## src/rtl/knn_neighbour_vote.sv

```systemverilog
// Keeps the K nearest (distance, type) pairs of one inference in a sorted list, then runs a
// majority vote over the kept types and reports the winner with a one-cycle done pulse.
module knn_neighbour_vote #(
  parameter int unsigned K      = 3,
  parameter int unsigned L      = 4,
  parameter int unsigned DIST_W = 32,
  parameter int unsigned TYPE_W = 3
) (
  input  logic              clk,
  input  logic              rst,
  input  logic              start,
  input  logic              in_valid,
  output logic              in_ready,
  input  logic [DIST_W-1:0] in_dist,
  input  logic [TYPE_W-1:0] in_type,
  input  logic              in_last,
  output logic              busy,
  output logic              done,
  output logic [TYPE_W-1:0] inferred_type,
  output logic              err_empty
);

  localparam int unsigned IdxW = (K > 1) ? $clog2(K) : 1;
  localparam int unsigned CntW = $clog2(K + 1);

  typedef enum logic [1:0] {StIdle, StCollect, StVote, StDone} state_e;

  state_e              state_q, state_d;
  logic [DIST_W-1:0]   dist_q [K];
  logic [DIST_W-1:0]   dist_d [K];
  logic [TYPE_W-1:0]   type_q [K];
  logic [TYPE_W-1:0]   type_d [K];
  logic [K-1:0]        valid_q, valid_d;
  logic [L:0]          cnt_q, cnt_d;
  logic [IdxW-1:0]     idx_q, idx_d;
  logic [CntW-1:0]     best_cnt_q, best_cnt_d;
  logic [TYPE_W-1:0]   best_type_q, best_type_d;
  logic                done_q, done_d;
  logic [TYPE_W-1:0]   inf_q, inf_d;
  logic                err_q, err_d;

  logic                xfer;
  logic [K-1:0]        gt;
  logic [CntW-1:0]     vote_cnt;
  logic [CntW-1:0]     bc;
  logic [TYPE_W-1:0]   bt;

  assign in_ready      = (state_q == StCollect);
  assign busy          = (state_q == StCollect) || (state_q == StVote);
  assign done          = done_q;
  assign inferred_type = inf_q;
  assign err_empty     = err_q;
  assign xfer          = in_valid && in_ready;

  always_comb begin
    state_d     = state_q;
    dist_d      = dist_q;
    type_d      = type_q;
    valid_d     = valid_q;
    cnt_d       = cnt_q;
    idx_d       = idx_q;
    best_cnt_d  = best_cnt_q;
    best_type_d = best_type_q;
    done_d      = 1'b0;
    inf_d       = inf_q;
    err_d       = err_q;
    gt          = '0;
    vote_cnt    = '0;
    bc          = best_cnt_q;
    bt          = best_type_q;

    // An invalid slot acts as +inf, so gt is a run of zeros followed by ones.
    for (int j = 0; j < K; j++) begin
      gt[j] = !valid_q[j] || (dist_q[j] > in_dist);
    end
    for (int j = 0; j < K; j++) begin
      if (valid_q[j] && (type_q[j] == type_q[idx_q])) vote_cnt = vote_cnt + 1'b1;
    end

    if (start) begin
      state_d    = StCollect;
      valid_d    = '0;
      cnt_d      = '0;
      err_d      = 1'b0;
      idx_d      = '0;
      best_cnt_d = '0;
    end else begin
      unique case (state_q)
        StCollect: begin
          if (xfer) begin
            for (int j = 1; j < K; j++) begin
              if (gt[j]) begin
                if (gt[j-1]) begin
                  dist_d[j]  = dist_q[j-1];
                  type_d[j]  = type_q[j-1];
                  valid_d[j] = valid_q[j-1];
                end else begin
                  dist_d[j]  = in_dist;
                  type_d[j]  = in_type;
                  valid_d[j] = 1'b1;
                end
              end
            end
            if (gt[0]) begin
              dist_d[0]  = in_dist;
              type_d[0]  = in_type;
              valid_d[0] = 1'b1;
            end
            cnt_d = (&cnt_q) ? cnt_q : cnt_q + 1'b1;
            if (in_last || (cnt_q == (L+1)'((1 << L) - 1))) begin
              state_d     = StVote;
              idx_d       = '0;
              best_cnt_d  = '0;
              best_type_d = '0;
            end
          end
        end
        StVote: begin
          // Strictly-greater update: ties keep the type that owns the nearer slot.
          if (valid_q[idx_q] && (vote_cnt > bc)) begin
            bc = vote_cnt;
            bt = type_q[idx_q];
          end
          best_cnt_d  = bc;
          best_type_d = bt;
          if (idx_q == IdxW'(K - 1)) begin
            state_d = StDone;
            done_d  = 1'b1;
            inf_d   = valid_q[0] ? bt : '0;
            err_d   = !valid_q[0];
          end else begin
            idx_d = idx_q + 1'b1;
          end
        end
        default: ;
      endcase
    end
  end

  always_ff @(posedge clk) begin
    if (rst) begin
      state_q     <= StIdle;
      valid_q     <= '0;
      cnt_q       <= '0;
      idx_q       <= '0;
      best_cnt_q  <= '0;
      best_type_q <= '0;
      done_q      <= 1'b0;
      inf_q       <= '0;
      err_q       <= 1'b0;
      for (int j = 0; j < K; j++) begin
        dist_q[j] <= '0;
        type_q[j] <= '0;
      end
    end else begin
      state_q     <= state_d;
      dist_q      <= dist_d;
      type_q      <= type_d;
      valid_q     <= valid_d;
      cnt_q       <= cnt_d;
      idx_q       <= idx_d;
      best_cnt_q  <= best_cnt_d;
      best_type_q <= best_type_d;
      done_q      <= done_d;
      inf_q       <= inf_d;
      err_q       <= err_d;
    end
  end

endmodule
```

## config.mk

```make
export PLATFORM = sky130hd
export DESIGN_NAME = knn_neighbour_vote
export DESIGN_NICKNAME = d
export VERILOG_FILES = /design/src/rtl/knn_neighbour_vote.sv
export SDC_FILE = /design/constraint.sdc
export NUM_CORES = 1
export LEC_CHECK = 0
export CAP_MARGIN = 20
export CORE_MARGIN = 1.5
export CORE_UTILIZATION = 40
export CTS_CLUSTER_DIAMETER = 120
export CTS_CLUSTER_SIZE = 20
export DETAILED_ROUTE_END_ITERATION = 7
export SLEW_MARGIN = 20
export SYNTH_ARGS = -nofsm -noshare
export SYNTH_HDL_FRONTEND = slang
export SYNTH_SLANG_ARGS = --single-unit
```

## constraint.sdc

```tcl
create_clock -name clk -period 6.8 [get_ports clk]
set_input_delay 1.36 -clock clk [delete_from_list [all_inputs] [get_ports clk]]
set_output_delay 1.36 -clock clk [all_outputs]
set_load 0.005 [all_outputs]
```

# Yosys cells after proc, flatten, opt, wreduce, memory -nomap -nowiden

Index checks and enable logic that the tools add are counted.

Flip-flop bits (word level): 127
Bits of input ports: 40
Output and inout bits: 7
Word-level logic and storage cells: 110

Add/sub/neg operators: 4
Order comparisons: 6
Equality and inequality tests: 15
Mux-type cells: 31
Bitwise logic cells: 4
Reductions and logical operators: 32

Operators with widths:

| kind                  | count |
|---|---|
| $gt A32 B32 Y1        | 3 |
| $mux W32              | 2 |
| $reduce_and A4 Y1     | 8 |
| $mux W3               | 8 |
| $mux W2               | 9 |
| $reduce_and A3 Y1     | 5 |
| $pmux W2 S2           | 3 |
| $eq A3 B3 Y1          | 3 |
| $ne A3 B2 Y1 const B  | 3 |
| $ne A2 B1 Y1 const B  | 4 |
| $add A2 B1 Y2 const B | 3 |
| $bmux W3 S2           | 1 |
| $mux W1               | 6 |
| $pmux W3 S2           | 1 |
| $add A5 B1 Y5 const B | 1 |
| $eq A5 B4 Y1 const B  | 1 |
| $logic_and A1 B1 Y1   | 5 |
| $logic_or A1 B1 Y1    | 5 |
| $reduce_and A5 Y1     | 1 |
| $eq A2 B2 Y1 const B  | 2 |
| $ge A3 B3 Y1 const B  | 1 |
| $logic_not A1 Y1      | 3 |
| $lt A2 B3 Y1 const B  | 1 |
| $not A1 Y1            | 3 |
| other kinds (10)      | 10 |

# Longest topological paths before layout

Gate-level depths: netlist of run 1.

Depth after elaboration: 15
Depth in mapped cells: 17
Mapped depth without buffers: 15

# Least setup slack after synthesis of run 1

No wires, ideal clock.

Kind: input -> register
Start point: input port in_dist[14]
End point: register dist_q[10] (netlist bit)
Setup time: 131 ps
Arrival: 3474 ps
Data required time: 6669 ps
Slack: 3194 ps
Stages on the path: 10
Path buffers: 1
Path through: inv_1 ha_1 nand4_1 or4_4 nor3b_2 a21oi_1 o31ai_4 clkbuf_2 and2b_1 nor3_2

Cells in the longest elaborated chain, start to end: 3
Elaborated cells between the ends (all ways): 6
Those cells by class: order compare (2); mux (1); reduce/logical (3)

RTL lines:

| element                                                        | line | source |
|---|---|---|
| from (decl)                                                    | 14   | `input logic [DIST_W-1:0] in_dist,` |
| $gt A32 B32 Y1                                                 | 74   | `gt[j] = !valid_q[j] \|\| (dist_q[j] > in_dist);` |
| $logic_or A1 B1 Y1                                             | 74   |  |
| $reduce_and A4 Y1 (no source line) or $mux W32 (tied branches) | -    |  |
| to (signal assigned)                                           | 157  | `dist_q <= dist_d;` |
| to (decl)                                                      | 29   | `logic [DIST_W-1:0] dist_q [K];` |

Several ways; a longest one is shown, not always the timed one.
A chain may end at the register's enable or synchronous reset.

# Final worst setup path of run 1

Start point: input port in_dist[31]
End point: register dist_q[43] (netlist bit)

The elaborated chain is that of the path after synthesis.

==> results of run 1 <==
-- cell type report --
type	instances	share of cell area [%]
Clock buffer	17	4.536
Clock inverter	15	1.975
Tap cell	270	3.602
Inverter	53	2.121
Multi-Input combinational cell	726	54.58
Sequential cell	127	27.12
Timing Repair Buffer	61	6.057
-- stage by stage --
step                util, %  instance area (um2)  total power [mW]  hold WS (ns)  std cells
finish                46.65                 9378             1.971        0.4603       1269
global route          46.65                 9378             2.056        0.4990       1269
CTS                   46.65                 9378             1.990        0.4611       1269
detailed placement    43.61                 8767             1.039        0.4545       1237
global placement      43.61                 8767             1.036        0.4526       1237
floorplan                 -                 8142            0.9576        0.4483        969
-- tightest hold or removal path, stage by stage (launching register included) --
cell and delay (ns):
dfxtp_1 0.31, nand2_1 0.06, a21oi_1 0.05
-- layer usage --
layer  global-route usage, %  vias to the layer above  part of all wire (%)
met5                       0                        -                     0
met1                   28.65                     3416                    48
met2                   33.67                      182                    45
met3                   4.169                       34                   4.7
met4                   7.959                        0                   2.1
li1                        -                     3637                     -
-- cell usage after synthesis, types with 4 or more instances --
cell / instances / area share [%]
dfxtp_1: 127 / 31
ha_1: 106 / 16
a21oi_1: 89 / 5.5
nor2_1: 67 / 3.1
o21ai_0: 53 / 3.3
inv_1: 52 / 2.4
nand3_1: 48 / 3.0
clkbuf_1: 45 / 2.1
a31oi_1: 39 / 3.0
mux2i_1: 39 / 4.8
nor4_1: 35 / 2.7
a211oi_1: 34 / 3.1
nand2_1: 33 / 1.5
nor3_1: 33 / 2.0
nand4_1: 27 / 2.1
and2b_1: 20 / 1.8
nor2b_1: 16 / 1.2
xnor2_1: 8 / 0.86
a21o_1: 6 / 0.55
a22oi_1: 6 / 0.55
mux2_2: 6 / 0.83
and2_1: 5 / 0.38
buf_6: 5 / 0.69
o211ai_1: 5 / 0.46
a221oi_1: 4 / 0.43
buf_2: 4 / 0.25
buf_4: 4 / 0.37
o21a_1: 4 / 0.37
xor2_1: 4 / 0.43
-- power groups by stage --
stage	clock [mW]	combinational (mW)	sequential, mW
after global routing	1.00	0.264	0.792
after CTS	0.965	0.235	0.790
after global placement	0	0.230	0.806
after detailed placement	0	0.233	0.805
after floorplan	0	0.159	0.799
final	0.946	0.236	0.790
-- worst max-delay path by stage --
stage / from / to / cells past startpoint
floorplan: in_dist[14] / dist_q[10] / 10
global placement: in_dist[31] / type_q[3] / 11
detailed placement: in_dist[31] / dist_q[43] / 11
CTS: in_dist[31] / dist_q[43] / 11
global route: in_dist[31] / type_q[3] / 11
finish: in_dist[31] / dist_q[43] / 11
-- kinds of logic after synthesis --
logic type / share of synthesized area (%)
simple gates: 19.32
fa+ha+maj: 16.29
flops: 31.23
buf+inv: 6.086
mux: 5.625
xor+xnor: 1.291
compound gates: 20.16
-- flip-flops by register name, summed over array words and instances (netlist names) --
| register | cells |
|---|---|
| best_cnt_q | 2 |
| state_q | 2 |
| type_q | 9 |
| idx_q | 2 |
| done | 1 |
| err_empty | 1 |
| best_type_q | 3 |
| inferred_type | 3 |
| valid_q | 3 |
| cnt_q | 5 |
| dist_q | 96 |
==> qor.csv, run 1 <==
metric,value,unit
"EDFF count, synth",0,
register area share after synthesis,31.23,%
Final Hold Viols,0,
FF/Latch Area,2544,um2
"antenna viol nets, final",0,
grt ovf,0,
input/output buffers,46,
LEAKAGE,3.859,nW
vias in the first global route,7116,
final net count,1132,
CP endpoint kind,flip-flop,
Top Family by Delay on Critical Path,compound AO/OA/AOI/OAI gates,
cts hold-fix bufs,0,
Layout Skew,0.008471,ns
I/O pin total,47,
clock power share,48.0,%
Pins Over Slew Limit,0,
"CTS clk-pin slew, worst paths",0.06,ns
post-synthesis async set-or-reset flop share,0,%
Rows,52,
startpoint type of the worst setup path,primary input,
initial DRC count,398,
combinational power share,12.0,%
part of the power in registers,40.1,%
syn nets,1115,
r2r setup slk,3.07,ns
layout cells sized above 1,7.107,%
Wirelength per Cell,17.42,um
type of the worst min-delay path,flip-flop to flip-flop,
Cell Pwr Density,210.2,nW/um2
"most common cell after layout, fill and taps aside",dfxtp_1,
synth warn,0,
RR Endpoint,best_type_q[0],
R2R depth,12,
Root Buffer,clkbuf_16,
# resized after CTS,0,
antenna diode count,0,
Worst path max stage delay,0.78,ns
CTS max path bufs,2,
WP buf/inv,3,
Initial Util,40.50,%
Post-Syn Instances,969,
status,finished clean,
fin crit share,73.46,%
CTS Buf Count,17,
switching pwr,0.5221,mW
CTS HTree Levels,4,
Worst-Skew Late Latency,0.43,ns
slowest CP cell,o41a_1,
Rel. slew slack,31.72,%
GRT Overall Usage,21.27,%
gp weighted congestion,0.8413,
CP max FO,20,
post-synth design cell area,8142,um2
post-layout min period,4.996,ns
mean post-synth cell area,8.402,um2
most frequent cells in the layout,"126 x dfxtp_1, 106 x ha_1, 89 x a21oi_1",
die width,145.7,um
core area,20100,um2
Power Internal,1.449,mW
DP Wirelength,15200,um
pre-CTS WS,1.401,ns
RR Startpoint,idx_q[1],
Die ar.,21220,um2
end of the worst hold path,inferred_type[2],
kind of critical path,primary input to flip-flop,
total negative slack,0,ns
via count,7269,
Post-CTS Setup Inserts,0,
Fillers,1952,
dominant synthesized flop cell,dfxtp_1,
clock sink total,127,
Synth cell types,58,
Slew @ Worst Pin,1.023,ns
first-pass GRT wire length,36620,um
CTS tree,yes,
Hold Startpoint,inferred_type[2],
MaxCap Viol Count,0,
Sw Share,26.48,%
final setup vio count,0,
Arrival @ worst endpoint,5.34,ns
max frequency,0.2002,GHz
hold depth,2,
DR vias/cell,5.728,
final setup margin,1.804,ns
unrepaired setup endpoints after global routing,false,
Die H,145.7,um
worst path required time,7.15,ns
#FFs+latches synth,127,
Max VDD drop,0.1397,mV
largest net degree at the start of global routing,73,
final WL,22110,um
initial antenna violation count,0,
Pre-Repair DR Iteration Count,5,
CP Cell Sequence,clkdlybuf4s50_1 -> inv_1 -> ha_1 -> nand4_1 -> nor4_1 -> nor2b_1 -> o41a_1 -> o31a_1 -> buf_4 -> o21ai_0 -> a21oi_1,
DR DRC count,0,
area of the multi-input gates,5119,um2
area grow syn2layout,15.18,%
No activity file was read; power rests on OpenSTA's default activity.
==> run 2: changes to the inputs <==
clock period = 5.1 ns   (was 6.8 ns; I/O delays follow)
==> qor.csv, run 2 (synthesized netlist as in run 1, its figures left out) <==
metric,value,unit
fin util,46.73,%
Die ar.,21220,um2
slowest CP cell,or2_2,
clock sink total,127,
final setup margin,1.141,ns
WP buf/inv,2,
startpoint type of the worst setup path,primary input,
"CTS clk-pin slew, worst paths",0.06,ns
CTS tree,yes,
layout cells sized above 1,7.478,%
# resized after CTS,0,
met1 Usage GRT,29.39,%
Wirelength per Cell,17.09,um
core area,20100,um2
final net count,1136,
Max VDD drop,0.1707,mV
Layout Skew,0.009556,ns
met3 Usage GRT,3.981,%
"antenna viol nets, final",0,
vias in the first global route,7036,
R2R depth,11,
Initial Util,40.50,%
crit path from,in_dist[31],
Root Buffer,clkbuf_16,
post-layout min period,3.959,ns
GRT Max-Usage Layer,met2,
unrepaired setup endpoints after global routing,false,
Arrival @ worst endpoint,4.28,ns
Pins Over Slew Limit,0,
"most common cell after layout, fill and taps aside",dfxtp_1,
Rows,52,
gp weighted congestion,0.8165,
r2r setup slk,1.28,ns
CP endpoint kind,flip-flop,
Pre-Repair DR Iteration Count,4,
kind of critical path,primary input to flip-flop,
via count,7226,
DR DRC count,0,
cts hold-fix bufs,0,
RR Startpoint,idx_q[1],
first-pass GRT wire length,36600,um
placed instance count,1241,
Hold Startpoint,inferred_type[2],
Top Family by Delay on Critical Path,simple AND/OR/NAND/NOR gates,
biggest regs,"dist_q x96, type_q x9, cnt_q x5",
Top reg by flops,dist_q,
status,finished clean,
initial DRC count,420,
largest net degree at the start of global routing,64,
Rel. slew slack,25.71,%
CP Cell Sequence,clkdlybuf4s50_1 -> inv_1 -> ha_1 -> nand4_1 -> nor4_1 -> o31a_1 -> or2_2 -> a31oi_1 -> a221oi_1,
worst path required time,5.43,ns
GRT Overall Usage,21.12,%
Cell Pwr Density,276.7,nW/um2
CTS HTree Levels,4,
most frequent cells in the layout,"126 x dfxtp_1, 106 x ha_1, 89 x a21oi_1",
antenna diode count,0,
hold_ws,0.4724,ns
DP Wirelength,14940,um
Slew @ Worst Pin,1.114,ns
MaxCap Viol Count,0,
CP max FO,35,
I/O pin total,47,
initial antenna violation count,0,
total negative slack,0,ns
Non-Filler Instances,1273,
DR vias/cell,5.676,
pre-CTS WS,0.7619,ns
RR Endpoint,inferred_type[0],
CTS max path bufs,2,
Post-CTS Setup Inserts,0,
input/output buffers,46,
LEAKAGE,3.879,nW
max reg flops,96,
end of the worst hold path,inferred_type[2],
final setup vio count,0,
Worst path max stage delay,0.74,ns
Die H,145.7,um
hold depth,2,
fin crit share,77.63,%
Final Hold Viols,0,
area grow syn2layout,15.38,%
Fillers,1971,
met2 Track Usage GR,33.17,%
die width,145.7,um
type of the worst min-delay path,flip-flop to flip-flop,
CTS Buf Count,17,
Worst-Skew Late Latency,0.42,ns
max frequency,0.2526,GHz
grt ovf,0,
final WL,21760,um
-- run 2: worst max-delay path by stage --
| stage | cells past startpoint | slack, ns | end |
|---|---|---|---|
| 6_report | 9 | 1.14 | dist_q[32] |
| 5_1_grt | 9 | 0.85 | dist_q[32] |
| 4_1_cts | 9 | 1.20 | dist_q[32] |
| 3_5_place_dp | 9 | 0.76 | dist_q[32] |
| 3_3_place_gp | 11 | 0.77 | dist_q[0] |
| 2_1_floorplan | 14 | 1.81 | inferred_type[0] |
-- run 2: power by group --
| group | internal, mW | leakage, nW | switching (mW) | total [mW] |
|---|---|---|---|---|
| logic | 0.132 | 2.55 | 0.182 | 0.314 |
| clock network | 0.742 | 0.296 | 0.491 | 1.23 |
| registers | 1.03 | 1.03 | 0.0262 | 1.05 |
-- run 2: area by class of cell --
class	count	area [um2]	share of cell area, %
Timing Repair Buffer	65	598.1	6.367
Clock buffer	18	439.2	4.675
Tap cell	270	337.8	3.596
Inverter	53	198.9	2.118
Clock inverter	14	157.7	1.678
Sequential cell	127	2544	27.08
Multi-Input combinational cell	726	5119	54.49
-- run 2: per-stage QoR --
stage / area [um2] / power (mW)
final: 9394 / 2.600
after global routing: 9394 / 2.714
after CTS: 9394 / 2.624
after detailed placement: 8797 / 1.385
after global placement: 8797 / 1.382
after floorplan: 8142 / 1.277
-- run 2: worst register-to-register path, cell delays in order, from the launching register on --
cell       delay (ns)
dfxtp_1          0.61
mux2i_1          0.15
o21ai_0          0.54
nor2_1           0.11
a2111oi_2        0.55
mux2i_1          0.32
ha_1             0.29
a221oi_1         0.25
and2_1           0.28
mux2_2           0.38
a31oi_1          0.16
nor2_1           0.05
-- run 2: layer usage --
| metal | vias up | wire length, um |
|---|---|---|
| met5 | - | 0 |
| met2 | 168 | 9760 |
| met3 | 22 | 1047 |
| met1 | 3386 | 10620 |
| met4 | 0 | 329 |
| li1 | 3650 | - |
